File: src/rtl/clk_div_pkg.sv
// Shared definitions for the run-time square-wave divider controller.
package clk_div_pkg;

    typedef enum logic [1:0] {
        ST_IDLE  = 2'd0,
        ST_RUN   = 2'd1,
        ST_PAUSE = 2'd2
    } state_t;

    localparam int DEF_CLK_HZ = 100_000_000;

    // Half-period that yields a 1 Hz output from the given input clock.
    function automatic int half_of(input int hz);
        return hz / 2;
    endfunction

endpackage

File: src/rtl/clk_div_core.sv
// Half-period counter with toggle and rising-edge tick generation.
module clk_div_core #(
    parameter int CW = 27
) (
    input  logic          clk,
    input  logic          rst_n,
    input  logic          en,
    input  logic          clr,
    input  logic          cnt_clr,
    input  logic [CW-1:0] half,
    output logic [CW-1:0] cnt,
    output logic          boundary,
    output logic          clk_out,
    output logic          tick
);

    logic [CW-1:0] cnt_reg;
    logic          clk_out_reg;
    logic          tick_reg;

    assign boundary = (cnt_reg == half - CW'(1));
    assign cnt      = cnt_reg;
    assign clk_out  = clk_out_reg;
    assign tick     = tick_reg;

    always_ff @(posedge clk or negedge rst_n) begin
        if (!rst_n) begin
            cnt_reg     <= '0;
            clk_out_reg <= 1'b0;
            tick_reg    <= 1'b0;
        end else if (clr) begin
            cnt_reg     <= '0;
            clk_out_reg <= 1'b0;
            tick_reg    <= 1'b0;
        end else if (en) begin
            if (boundary) begin
                cnt_reg     <= '0;
                clk_out_reg <= ~clk_out_reg;
                // Tick only accompanies the 0->1 transition.
                tick_reg    <= ~clk_out_reg;
            end else begin
                cnt_reg  <= cnt_reg + CW'(1);
                tick_reg <= 1'b0;
            end
        end else begin
            tick_reg <= 1'b0;
            if (cnt_clr) begin
                cnt_reg <= '0;
            end
        end
    end

endmodule

File: src/rtl/clk_div_sched.sv
// Idle/run/pause sequencer and glitch-free ratio update around clk_div_core.
module clk_div_sched
    import clk_div_pkg::*;
#(
    parameter int CLK_HZ   = DEF_CLK_HZ,
    parameter int CW       = 27,
    parameter int DEF_HALF = half_of(CLK_HZ)
) (
    input  logic          clk,
    input  logic          rst_n,
    input  logic          start,
    input  logic          pause,
    input  logic          stop,
    input  logic          cfg_valid,
    input  logic [CW-1:0] cfg_half,
    output logic          cfg_ready,
    output logic          cfg_err,
    output logic          clk_out,
    output logic          tick,
    output logic          running
);

    state_t        state_reg, state_next;
    logic [CW-1:0] half_reg;
    logic [CW-1:0] pend_reg;
    logic          pend_valid_reg;
    logic          cfg_err_reg;
    logic [CW-1:0] cnt;
    logic          boundary;
    logic          en, clr, cnt_clr, apply;
    logic          xfer;

    assign cfg_ready = ~pend_valid_reg;
    assign cfg_err   = cfg_err_reg;
    assign running   = (state_reg == ST_RUN);
    assign xfer      = cfg_valid && cfg_ready;

    always_ff @(posedge clk or negedge rst_n) begin
        if (!rst_n) begin
            state_reg <= ST_IDLE;
        end else begin
            state_reg <= state_next;
        end
    end

    always_comb begin
        state_next = state_reg;
        en         = 1'b0;
        clr        = 1'b0;
        cnt_clr    = 1'b0;
        apply      = 1'b0;
        case (state_reg)
            ST_IDLE: begin
                clr   = 1'b1;
                apply = pend_valid_reg;
                if (start) begin
                    state_next = ST_RUN;
                end
            end
            ST_RUN: begin
                if (stop) begin
                    state_next = ST_IDLE;
                    clr        = 1'b1;
                end else if (pause) begin
                    state_next = ST_PAUSE;
                end else begin
                    en    = 1'b1;
                    // Swap ratios only where the old half-period ends.
                    apply = pend_valid_reg && boundary;
                end
            end
            ST_PAUSE: begin
                apply   = pend_valid_reg;
                cnt_clr = pend_valid_reg && (cnt >= pend_reg - CW'(1));
                if (stop) begin
                    state_next = ST_IDLE;
                    clr        = 1'b1;
                end else if (start) begin
                    state_next = ST_RUN;
                end
            end
            default: begin
                state_next = ST_IDLE;
                clr        = 1'b1;
            end
        endcase
    end

    always_ff @(posedge clk or negedge rst_n) begin
        if (!rst_n) begin
            half_reg       <= CW'(DEF_HALF);
            pend_reg       <= '0;
            pend_valid_reg <= 1'b0;
            cfg_err_reg    <= 1'b0;
        end else begin
            cfg_err_reg <= xfer && (cfg_half == '0);
            if (apply) begin
                half_reg       <= pend_reg;
                pend_valid_reg <= 1'b0;
            end else if (xfer && (cfg_half != '0)) begin
                pend_reg       <= cfg_half;
                pend_valid_reg <= 1'b1;
            end
        end
    end

    clk_div_core #(
        .CW(CW)
    ) u_core (
        .clk      (clk),
        .rst_n    (rst_n),
        .en       (en),
        .clr      (clr),
        .cnt_clr  (cnt_clr),
        .half     (half_reg),
        .cnt      (cnt),
        .boundary (boundary),
        .clk_out  (clk_out),
        .tick     (tick)
    );

endmodule

File: config.mk
export PLATFORM = sky130hd
export DESIGN_NAME = clk_div_sched
export DESIGN_NICKNAME = d
export VERILOG_FILES = /design/src/rtl/clk_div_pkg.sv /design/src/rtl/clk_div_core.sv /design/src/rtl/clk_div_sched.sv
export SDC_FILE = /design/constraint.sdc
export NUM_CORES = 1
export LEC_CHECK = 0
export CAP_MARGIN = 20
export CORE_MARGIN = 2
export CORE_UTILIZATION = 35
export CTS_BUF_LIST = sky130_fd_sc_hd__clkbuf_4 sky130_fd_sc_hd__clkbuf_8
export CTS_CLUSTER_DIAMETER = 200
export DETAILED_ROUTE_END_ITERATION = 16
export MAX_ROUTING_LAYER = met4
export PLACE_DENSITY = 0.58
export SYNTH_ARGS = -nofsm -noshare
export SYNTH_HDL_FRONTEND = slang
export SYNTH_SLANG_ARGS = --single-unit
File: constraint.sdc
create_clock -name clk -period 4.4 [get_ports clk]
set_clock_uncertainty 0.2 [all_clocks]
set_input_delay 0.66 -clock clk [delete_from_list [all_inputs] [get_ports clk]]
set_output_delay 0.66 -clock clk [all_outputs]
set_load 0.05 [all_outputs]
==> results.py, run 1 <==
metrics = {
    "drt": {
        "post_drt_wl_per_cell_um": 17.0,
        "postRouteAntennaNets": 0,
        "dr.pass1.iters": 5,
        "first_iter_violations": 190,
        "route.vias.total": 4937,
        "drcViolationCount": 0,
        "vias_per_cell": 5.55,
        "wirelength_um": 15200,
    },
    "cts": {
        "clock-sinks": 87,
        "cts_tree": "yes",
        "path_clk_slew_ns": 0.09,
        "htreeDepth": 3,
        "cts-root-buf": "clkbuf_8",
        "cts_buffers": 9,
        "clockBufferDepth": 2,
        "insertion_delay_ns": 0.37,
        "hold_buffers": 0,
    },
    "floorplanning": {
        "start_util_pct": 36.0,
        "fp.dieH_um": 135,
        "pin_count": 38,
        "die_w_um": 135,
        "core_um2": 16700,
        "core.rowCount": 47,
        "die-area_um2": 18300,
    },
    "global_route": {
        "grt_pass1_vias": 4764,
        "grt_usage_pct": 17.5,
        "grt_pass1_wl_um": 24300,
        "grt_max_degree": 65,
        "grt_antenna_before_repair": 0,
        "grt_overflow": 0,
    },
    "finish": {
        "final_cells": 889,
        "areaGrowthSynthToFinish_pct": 18.9,
        "final_common_cell": "dfrtp_1",
        "design_area_um2": 7160,
        "antennaDiodeCount": 0,
        "layout_common_cells": "dfrtp_1, nand2_1, clkdlybuf4s50_1",
        "final_net_count": 731,
        "final_layout_size_suffix_gt1_share_pct": 23.0,
    },
    "run_status": {
        "violations": "negative setup slack",
        "status": "complete, but fails checks",
    },
    "setup_path": {
        "cp_data_required_time_ns": 4.45,
        "cp.arrival_ns": 4.68,
        "critPathKind": "register to register",
        "crit_path_end_kind": "register",
        "start_kind": "register",
        "worstPathMaxFanout": 6,
    },
    "logic_synthesis": {
        "synth_mux_area_share_pct": 11.3,
        "yosysSeqAreaShare_pct": 36.4,
        "synth_compound_area_share_pct": 12.2,
        "synth_simple_gate_area_share_pct": 20.7,
        "synthXorXnorAreaFrac_pct": 9.12,
        "synth_top_family_by_area": "simple AND/OR/NAND/NOR gates",
        "ys_ff_latch": 87,
        "synth_edf_count": 0,
        "synth_cell_types": 68,
        "synth_area_per_cell_um2": 9.97,
        "syn-cell-area_um2": 6020,
        "synthArstFlopShare_pct": 100,
        "synthAdderAreaFrac_pct": 7.07,
        "synthFlopType": "dfrtp_1",
        "syn_inst": 604,
        "yosys_warnings": 0,
        "syn-num-nets": 671,
    },
    "place": {
        "placed_area_um2": 6820,
        "place_congestion": 0.898,
        "dpl.cell_count": 868,
        "dp_hpwl_um": 11400,
        "numPortBuffers": 37,
    },
    "flow_run": {
        "maxCapViolCount": 0,
    },
    "sta": {
        "slew_headroom_pct": 43.6,
        "rsz0062_at_grt": "true",
        "postLayoutSetupSlackWorst_ns": -0.221,
        "finalCriticalPeriod_ns": 4.62,
        "setup_viol": 27,
        "fmax_ghz": 0.216,
        "hold_viol": 0,
        "min_period_over_period_pct": 105,
        "whs_ns": 0.179,
        "worst_pin_slew_ns": 0.846,
        "setup_tns_ns": -3.12,
        "drv_slew": 0,
    },
    "power": {
        "pwr_density_cell_nw_per_um2": 572,
        "ir_worst_vdd_mv": 0.418,
        "cellLeakagePower_nw": 2.87,
    },
    "hold_path": {
        "hold_path.class": "input port to async pin",
    },
}
power by group:
part           total (W)  internal (W)  switching (W)
sequential       0.00159       0.00112       0.000466
clock           0.000500      0.000214       0.000286
combinational    0.00200       0.00106       0.000941
total            0.00409       0.00240        0.00169
cells by family (layout without fill, tap and decap cells):
kind of cell	count (synthesis)	after routing
muxes	55	55
buffers and inverters	40	105
and+or+nand+nor	221	221
AOI/OAI and AO/OA	106	106
xor gates and xnor gates	61	61
adders and majority gates	34	34
DFF	87	87
final cells by class:
class | instances | area (um^2)
well taps | 220 | 275
fillers | 1634 | 9540
multi-input cells | 477 | 3790
clock buffers | 11 | 139
inverters | 20 | 75.1
flip-flops and latches | 87 | 2190
clock inverters | 5 | 27.5
repair buffers | 69 | 662
layer usage:
metal  vias up  wire [um]  track usage [%]
met2       112       7260             27.2
met1      2421       7010             22.8
met3        25        475             1.95
li1       2379          -                -
met4         0        412             8.33
met5         -          0                -
cell usage after synthesis, types with 4 or more instances:
master / instances / area (um^2)
dfrtp_1: 75 / 1880
nand2_1: 36 / 135
nor2_1: 35 / 131
xnor2_1: 35 / 307
ha_1: 34 / 425
mux2_2: 34 / 383
nand3_1: 28 / 140
xor2_1: 25 / 219
nor3_1: 24 / 120
a21oi_1: 23 / 115
inv_1: 20 / 75.1
nor4_1: 20 / 125
mux2_4: 18 / 270
o21ai_0: 18 / 90.1
clkbuf_1: 15 / 56.3
nand4_1: 14 / 87.6
dfstp_2: 12 / 315
a21o_1: 9 / 67.6
or3_1: 9 / 56.3
nor3b_1: 8 / 60.1
o21bai_1: 8 / 60.1
nor2b_1: 7 / 43.8
and3_1: 6 / 37.5
o311ai_0: 6 / 52.6
or4_1: 6 / 45.0
o211ai_1: 5 / 37.5
a211oi_1: 4 / 30.0
a22o_1: 4 / 35.0
nand3b_1: 4 / 30.0
nor4_2: 4 / 50.1
o31ai_1: 4 / 30.0
timing repair:
action,in CTS,in global routing
cloned,0,2
hold endpoints to repair,0,0
pin swaps,0,8
gates resized for setup,4,28
buffers inserted,0,3
setup endpoints to repair,15,27
critical path, cell delays in order (launching register included):
cell	delay, ns
dfrtp_1	0.39
or4_4	0.54
or3_4	0.34
or4_4	0.47
nor4_4	0.31
nor2b_2	0.21
xnor2_1	0.08
ha_1	0.30
nand4_1	0.15
nor3_2	0.22
buf_4	0.15
a21oi_2	0.05
nand2_1	0.10
a21oi_2	0.06
o31ai_2	0.28
a31oi_4	0.11
clkbuf_16	0.21
a221o_1	0.34
metrics by stage:
| step | power, W | worst slack, ns | utilization (%) |
|---|---|---|---|
| after detailed placement | 0.00349 | -0.0672 | 40.9 |
| after global placement | 0.00340 | -0.0109 | 40.9 |
| after global routing | 0.00438 | -0.420 | 42.9 |
| final | 0.00409 | -0.221 | 42.9 |
| after floorplan | 0.00296 | 0.0187 | - |
| after CTS | 0.00401 | -0.0596 | 41.9 |
worst paths after layout:
check / cells after the start / to / slack (ns) / from
worst max-delay path: 17 / u_core.cnt[26] / -0.22 / pend_reg[6]
worst min-delay path: 1 / half_reg[2] / 0.18 / rst_n
worst max register to register: 17 / u_core.cnt[26] / -0.22 / pend_reg[6]
worst min register to register: 1 / u_core.tick / 0.29 / u_core.clk_out
max in group asynchronous: 2 / half_reg[14] / 2.91 / rst_n
min in group clk: 1 / u_core.tick / 0.29 / u_core.clk_out
(Power assumes the default switching activity.)
==> inputs of run 2 (changes only) <==
--- a/config.mk
+++ b/config.mk
@@ -6,6 +6,7 @@
 export NUM_CORES = 1
 export LEC_CHECK = 0
 export CAP_MARGIN = 20
+export CORE_ASPECT_RATIO = 1.2
 export CORE_MARGIN = 2
 export CORE_UTILIZATION = 35
 export CTS_BUF_LIST = sky130_fd_sc_hd__clkbuf_4 sky130_fd_sc_hd__clkbuf_8
==> run 2 against run 1 <==
  * Hold slack got worse by 0.14 ns
  * Design area grew 1.5%
  * First-iteration DRC count increased by 29%
  * Register-to-register slack improved by 0.09 ns
  * The run still ends with negative setup slack left
  * Clock power up 18%
  * Via count increased by 0.63%
  * Power rose by 3.1%
  * Highest routed layer unchanged
  * Wire length is 0.84% higher
  * Worst setup slack improved by 0.092 ns
  * Cell count increased by 0.22%
==> results.py, run 2 (synthesis gave the netlist of run 1 again) <==
metrics = {
    "drt": {
        "first_iter_violations": 246,
        "wirelength_um": 15300,
        "drcViolationCount": 0,
        "route.vias.total": 4968,
        "post_drt_wl_per_cell_um": 17.2,
        "postRouteAntennaNets": 0,
        "dr.pass1.iters": 4,
        "vias_per_cell": 5.58,
    },
    "setup_path": {
        "cp_data_required_time_ns": 4.46,
        "start_kind": "register",
        "critPathKind": "register to register",
        "worstPathMaxFanout": 12,
        "cp.arrival_ns": 4.59,
        "rrSetupSlack_ns": -0.13,
        "reg2reg_from": "pend_reg[6]",
        "crit_path_end_kind": "register",
        "ff2ff_path_depth": 19,
        "r2r_end": "u_core.cnt[8]",
    },
    "sta": {
        "slew_headroom_pct": 49.7,
        "hold_viol": 0,
        "rsz0062_at_grt": "true",
        "finalCriticalPeriod_ns": 4.53,
        "drv_slew": 0,
        "postLayoutSetupSlackWorst_ns": -0.129,
        "min_period_over_period_pct": 103,
        "worst_pin_slew_ns": 0.747,
        "setup_viol": 18,
        "fmax_ghz": 0.221,
        "setup_tns_ns": -1.47,
    },
    "finish": {
        "final_common_cell": "dfrtp_1",
        "layout_common_cells": "dfrtp_1, clkdlybuf4s50_1, xnor2_1, nor2_1, nand2_1",
        "antennaDiodeCount": 0,
        "final_net_count": 737,
        "fillers": 1597,
        "final_cells": 891,
        "final_layout_size_suffix_gt1_share_pct": 23.3,
        "areaGrowthSynthToFinish_pct": 20.6,
    },
    "floorplanning": {
        "fp.dieH_um": 148,
        "die_w_um": 124,
        "pin_count": 38,
        "start_util_pct": 35.7,
        "core_um2": 16900,
        "core.rowCount": 52,
        "die-area_um2": 18300,
    },
    "cts": {
        "cts_buffers": 9,
        "hold_buffers": 0,
        "cts-root-buf": "clkbuf_8",
        "cts_tree": "yes",
        "htreeDepth": 3,
        "clock-sinks": 87,
        "path_clk_slew_ns": 0.10,
        "clockBufferDepth": 2,
        "insertion_delay_ns": 0.38,
    },
    "flow_run": {
        "maxCapViolCount": 0,
    },
    "global_route": {
        "grt_max_degree": 88,
        "grt_util_met1_pct": 23.4,
        "grt_util_met3_pct": 1.39,
        "grt_overflow": 0,
        "grt_antenna_before_repair": 0,
        "grt_pass1_wl_um": 25600,
        "grt_usage_pct": 18.2,
        "met2_usage_pct": 29.5,
        "top_usage_layer": "met2",
        "grt_pass1_vias": 4938,
    },
    "place": {
        "dpl.cell_count": 864,
        "place_congestion": 0.880,
        "numPortBuffers": 37,
        "dp_hpwl_um": 11200,
    },
    "run_status": {
        "violations": "negative setup slack",
        "status": "complete, but fails checks",
    },
    "power": {
        "cellLeakagePower_nw": 2.91,
        "pwr_density_cell_nw_per_um2": 581,
        "ir_worst_vdd_mv": 0.707,
    },
    "hold_path": {
        "hold_path.class": "input port to async pin",
    },
}
[run 2: changes by cell type in the layout (fill, tap and decap cells not counted), moves of 2 or more]
cell | before | now
a31oi_4 | 1 | 3
buf_4 | 27 | 32
o311ai_1 | 2 | 0
o21ai_1 | 6 | 4
nor4_4 | 2 | 4
o311ai_0 | 3 | 6
o21ai_0 | 11 | 14
nor4_2 | 6 | 4
clkinv_2 | 4 | 1
buf_6 | 3 | 1
[run 2: final cells by class]
| cell class | count | area [um^2] | area share [%] |
|---|---|---|---|
| inverter | 20 | 75.1 | 1.03 |
| timing repair buffer | 73 | 684 | 9.42 |
| sequential | 87 | 2190 | 30.2 |
| clock buffer | 10 | 131 | 1.81 |
| multi-input combinational | 479 | 3840 | 52.9 |
| tap | 216 | 270 | 3.72 |
| clock inverter | 6 | 70.1 | 0.965 |
[run 2: worst max path at each step]
| stage | end | startpoint | slack (ns) | depth (start not counted) |
|---|---|---|---|---|
| after floorplan | u_core.cnt[23] | pend_reg[6] | 0.02 | 16 |
| after global placement | u_core.cnt[26] | pend_reg[6] | -0.72 | 15 |
| after detailed placement | u_core.cnt[26] | pend_reg[6] | -0.78 | 15 |
| after CTS | u_core.cnt[8] | pend_reg[6] | -0.19 | 19 |
| after global routing | u_core.cnt[18] | pend_reg[6] | -0.38 | 19 |
| final | u_core.cnt[8] | pend_reg[6] | -0.13 | 19 |
[run 2: worst max-delay path, stage by stage (launching register included)]
cell and delay [ns]:
dfrtp_1 0.39, or4_4 0.54, or3_4 0.34, or4_4 0.47, nor4_4 0.24, nand3b_1 0.17, xor2_1 0.18, ha_1 0.29
nand4_1 0.09, buf_6 0.15, nor4_4 0.20, a21oi_1 0.11, nand2_1 0.10, a21oi_2 0.07, o31ai_4 0.18, buf_4 0.16
a31oi_4 0.04, buf_12 0.16, o21bai_1 0.14, a21o_1 0.18
[run 2: where the power goes]
part | leakage, nW | switching, W | internal, W | total, W
Clock | 0.0982 | 0.000319 | 0.000274 | 0.000592
Combinational | 1.74 | 0.000984 | 0.00109 | 0.00207
Sequential | 1.07 | 0.000431 | 0.00112 | 0.00155
[run 2: timing repair]
| action | CTS | global route |
|---|---|---|
| resized for setup | 17 | 11 |
| endpoints found under the setup margin | 27 | 35 |
| pin swaps | 7 | 2 |
| buffers inserted | 7 | 1 |
| cloned | 2 | 0 |
[run 2: metrics by stage]
| stage | utilization (%) | power [W] | worst slack, ns | hold slack [ns] | area, um^2 |
|---|---|---|---|---|---|
| floorplan | - | 0.00296 | 0.0187 | 0.164 | 6070 |
| global placement | 40.4 | 0.00342 | -0.719 | 0.264 | 6810 |
| detailed placement | 40.4 | 0.00349 | -0.781 | 0.292 | 6810 |
| CTS | 42.7 | 0.00420 | -0.195 | 0.305 | 7190 |
| global route | 43.1 | 0.00450 | -0.378 | 0.0796 | 7260 |
| finish | 43.1 | 0.00422 | -0.129 | 0.0405 | 7260 |
[run 2: routing by layer]
layer | up-vias | share of wire (%)
met5 | - | 0
met4 | 0 | 2.7
met3 | 30 | 2.1
met2 | 81 | 50
met1 | 2454 | 45
li1 | 2403 | -
